## config.mk

```make
export PLATFORM = sky130hd
export DESIGN_NAME = icache_tag_lookup_ctrl
export DESIGN_NICKNAME = d
export VERILOG_FILES = /design/src/rtl/icache_tag_lookup_ctrl.sv
export SDC_FILE = /design/constraint.sdc
export NUM_CORES = 1
export LEC_CHECK = 0
export CORE_ASPECT_RATIO = 1.4
export CORE_UTILIZATION = 36
export CTS_CLUSTER_SIZE = 30
export DETAILED_ROUTE_END_ITERATION = 7
export GPL_TIMING_DRIVEN = 1
export PLACE_DENSITY = 0.79
export SLEW_MARGIN = 40
export SYNTH_ARGS = -nofsm -noshare
export SYNTH_HDL_FRONTEND = slang
export SYNTH_SLANG_ARGS = --single-unit
```

## constraint.sdc

```tcl
create_clock -name clk -period 1.58 [get_ports clk]
set_input_delay 0.316 -clock clk [delete_from_list [all_inputs] [get_ports clk]]
set_output_delay 0.316 -clock clk [all_outputs]
set_load 0.005 [all_outputs]
```

## src/rtl/icache_tag_lookup_ctrl.sv

```systemverilog
// Tag RAM port controller for the L1.5 I-cache: arbitrates invalidation sweeps,
// refill writes and lookups onto one RAM port and produces the hit/miss result.
module icache_tag_lookup_ctrl #(
    parameter int TAG_WIDTH  = 6,
    parameter int ADDR_WIDTH = 6
) (
    input  logic                  clk,
    input  logic                  rst,
    input  logic                  lookup_req_i,
    input  logic [ADDR_WIDTH-1:0] lookup_index_i,
    input  logic [TAG_WIDTH-1:0]  lookup_tag_i,
    output logic                  lookup_gnt_o,
    output logic                  lookup_rvalid_o,
    output logic                  lookup_hit_o,
    input  logic                  refill_req_i,
    input  logic [ADDR_WIDTH-1:0] refill_index_i,
    input  logic [TAG_WIDTH-1:0]  refill_tag_i,
    output logic                  refill_gnt_o,
    input  logic                  flush_req_i,
    output logic                  flush_busy_o,
    output logic                  tag_req_o,
    output logic                  tag_write_o,
    output logic [ADDR_WIDTH-1:0] tag_addr_o,
    output logic [TAG_WIDTH:0]    tag_wdata_o,
    input  logic [TAG_WIDTH:0]    tag_rdata_i
);

    typedef enum logic {SWEEP, IDLE} state_t;

    typedef struct packed {
        logic                 valid;
        logic [TAG_WIDTH-1:0] tag;
    } tag_entry_t;

    localparam logic [ADDR_WIDTH-1:0] LAST_IDX = '1;

    state_t                state_q, state_d;
    logic [ADDR_WIDTH-1:0] sweep_cnt_q, sweep_cnt_d;
    logic                  lookup_pend_q, lookup_pend_d;
    logic [TAG_WIDTH-1:0]  lookup_tag_q, lookup_tag_d;
    tag_entry_t            wentry, rentry;

    always_ff @(posedge clk) begin
        if (rst) begin
            state_q       <= SWEEP;
            sweep_cnt_q   <= '0;
            lookup_pend_q <= 1'b0;
            lookup_tag_q  <= '0;
        end else begin
            state_q       <= state_d;
            sweep_cnt_q   <= sweep_cnt_d;
            lookup_pend_q <= lookup_pend_d;
            lookup_tag_q  <= lookup_tag_d;
        end
    end

    always_comb begin
        state_d       = state_q;
        sweep_cnt_d   = sweep_cnt_q;
        lookup_pend_d = 1'b0;
        lookup_tag_d  = lookup_tag_q;
        tag_req_o     = 1'b0;
        tag_write_o   = 1'b0;
        tag_addr_o    = sweep_cnt_q;
        wentry        = '0;
        lookup_gnt_o  = 1'b0;
        refill_gnt_o  = 1'b0;
        case (state_q)
            SWEEP: begin
                // Counter wraps to 0 naturally after the last index.
                tag_req_o   = 1'b1;
                tag_write_o = 1'b1;
                sweep_cnt_d = sweep_cnt_q + 1'b1;
                if (sweep_cnt_q == LAST_IDX) state_d = IDLE;
            end
            IDLE: begin
                if (flush_req_i) begin
                    sweep_cnt_d = '0;
                    state_d     = SWEEP;
                end else if (refill_req_i) begin
                    refill_gnt_o = 1'b1;
                    tag_req_o    = 1'b1;
                    tag_write_o  = 1'b1;
                    tag_addr_o   = refill_index_i;
                    wentry       = '{valid: 1'b1, tag: refill_tag_i};
                end else if (lookup_req_i) begin
                    lookup_gnt_o  = 1'b1;
                    tag_req_o     = 1'b1;
                    tag_addr_o    = lookup_index_i;
                    lookup_pend_d = 1'b1;
                    lookup_tag_d  = lookup_tag_i;
                end
            end
            default: state_d = SWEEP;
        endcase
        // Outputs are combinational from state, so keep the port quiet while in reset.
        if (rst) begin
            tag_req_o    = 1'b0;
            lookup_gnt_o = 1'b0;
            refill_gnt_o = 1'b0;
        end
    end

    assign tag_wdata_o     = wentry;
    assign rentry          = tag_entry_t'(tag_rdata_i);
    assign flush_busy_o    = rst | (state_q == SWEEP);
    assign lookup_rvalid_o = lookup_pend_q & ~rst;
    assign lookup_hit_o    = lookup_rvalid_o & rentry.valid & (rentry.tag == lookup_tag_q);

endmodule

```

==> results.cfg <==
[synth]
yosysUniqueCellTypes = 30
synth_compound_area_share_pct = 19.2
yosys.area_share.simple_pct = 29.1
synth_seq_cells = 14
synth_xor_xnor_area_share_pct = 5.92
synth_mux_area_share_pct = 8.04
synth_edf_count = 0
synthFlopType = dfxtp_1
synth.net_count = 144
synthAdderAreaFrac_pct = 1.41
synth_most_common_cell = nor2_1
yosys-top-cells-area = dfxtp_1 32%, a22oi_2 8.5%, mux2i_1 6.8%
ys_seq_area_share_pct = 31.6
syn_area_um2 = 887
synthArstFlopShare_pct = 0
yosysWarnings = 0
syn_area_per_cell_um2 = 8.29
yosys-top-cells-count = 16 x nor2_1, 14 x dfxtp_1, 11 x nand2_1
syn_inst = 107
yosys.area.top_type = dfxtp_1
synth_top_family_by_area = simple AND/OR/NAND/NOR gates
synth_top_area_share_pct = 31.6

[worst_setup_path]
critPathKind = reg -> out
critPathArrivalTime_ps = 1380
crit_required_ps = 1260
startpoint_type = flop
critPathMaxFanout = 4
cp-end-kind = primary output

[layout]
fin_nets = 218
n_antenna_cell = 0
design_area_um2 = 1620
area_growth_pct = 83.1
final_cells = 202
multi_input_area_um2 = 624
ff_latch_area_um2 = 289
fillers = 181
drive_gt1_share_pct = 37.2

[routing]
drc = 0
viasPerCell = 5.24
vias = 1058
drt_iter0_drc = 21
wl_per_cell_um = 14.8
ant_nets = 0
first_pass_iters = 6
wirelength_um = 2980

[floorplanning]
dieArea_um2 = 2670
floorplan.initialDensity_pct = 39.4
core_um2 = 2250
die_h_um = 60.7
num_rows = 20
die_w_um = 44.0
ioPinCount = 56

[timing]
hold_viol = 0
fin_worst_skew_ps = 0.650
period_share_pct = 107
drv_slew = 0
fin_tns_setup_ps = -1090
rsz0062_at_grt = true
setup_viol = 11
slew-limit-headroom_pct = 79.2
worst_slack_ps = -117
fin_crit_ps = 1700
worst_slew_pin_slew_ps = 312
max_freq_mhz = 589

[cts]
worst_skew_pair.late_latency_ps = 280
clockBufferDepth = 2
cts_sinks = 14
cts_tree = built
h-tree-depth = 1
root_buffer = clkbuf_4
ctsHoldBuffers = 0
cts.clk_slew.worst_paths_ps = 80
cts_buffers = 3

[global_routing]
grt_usage_pct = 24.3
overflow = 0
grt_pass1_vias = 1061
grt_max_degree = 13
antenna_found_initial = 0
grt_pass1_wl_um = 4800

[placed_design]
post-place-cells = 191
gp_congestion = 0.810
dpl_cell_area_um2 = 1530
place_ws_ps = -670
io_buffers = 55
hpwl_um = 2230

[pwr]
total_power_uw = 783
irDropWorstVdd_v = 0.000569
p_leak_uw = 0.000731
powerDensity_nw_per_um2 = 482

[status]
status = complete, but fails checks
violations = setup timing

[job]
cap_violations = 0

[min_path]
hold_path_class = reg -> reg
-- metrics by stage --
step / hold WS (ps) / util [%]
2_1_floorplan: 385 / -
3_3_place_gp: 476 / 67.9
3_5_place_dp: 493 / 67.9
4_1_cts: 505 / 70.9
5_1_grt: 550 / 72.1
6_report: 522 / 72.1
-- per-layer routing --
layer | global-route usage [%] | part of all wire, %
met5 | 0 | 0
met4 | 6.06 | 0.97
met3 | 5.95 | 4.7
met1 | 24.2 | 37
met2 | 49.0 | 57
-- cell usage in the layout (no fill, tap or decap), drive strengths merged, types with 2 or more instances in the layout --
master,instances
a22oi,6
dlygate4sd2,13
dfxtp,14
mux2i,6
nand2,11
a31oi,2
clkbuf,6
clkdlybuf4s50,25
and2,7
a21oi,6
and4b,2
buf,33
o21ai,9
nand2b,3
nand3,2
nor2,16
xnor2,5
-- registers in the layout, summed over array words and instances (netlist names) --
signal,count
lookup_pend_q,1
sweep_cnt_q,6
state_q,1
lookup_tag_q,6
-- kinds of logic after synthesis --
logic type,count (synthesis)
multiplexers,7
XOR/XNOR,6
AO/OA/AOI/OAI,24
adder cells (fa/ha/maj),1
AND/OR/NAND/NOR,49
buffers and inverters,6
flip-flops,14
-- cell type report --
| type | instances | share of cell area (%) |
|---|---|---|
| Tap cell | 22 | 1.69 |
| Timing Repair Buffer | 74 | 39.6 |
| Multi-Input combinational cell | 87 | 38.4 |
| Inverter | 1 | 0.231 |
| Clock buffer | 4 | 2.23 |
| Sequential cell | 14 | 17.8 |
-- power breakdown --
group	internal, µW	switching, µW	total (µW)	leakage (µW)
Sequential	357	7.21	364	0.000116
Combinational	107	59.5	167	0.000593
Clock	140	112	252	0.0000210
-- critical path, cell delays in order, from the launching register on --
cell	delay [ps]
dfxtp_4	360
and3b_2	230
buf_12	130
buf_6	100
a22oi_2	100
nand2_1	60
buf_2	130
-- timing repair --
item                                    4_1_cts  5_1_grt
pin swaps                                    18        5
endpoints found under the setup margin       20       15
resized for setup                            95       18
gates cloned                                  1        0
buffers inserted                              6        2
-- path summary, 6_finish.rpt --
path / startpoint / to / slack (ps) / cells after the start
worst max-delay path: state_q / tag_addr_o[2] / -120 / 6
worst min-delay path: lookup_tag_q[1] / lookup_tag_q[1] / 520 / 2
worst max register to register: state_q / sweep_cnt_q[5] / 200 / 5
worst min register to register: lookup_tag_q[1] / lookup_tag_q[1] / 520 / 2
Note: power is estimated with default switching activity, not from simulation.
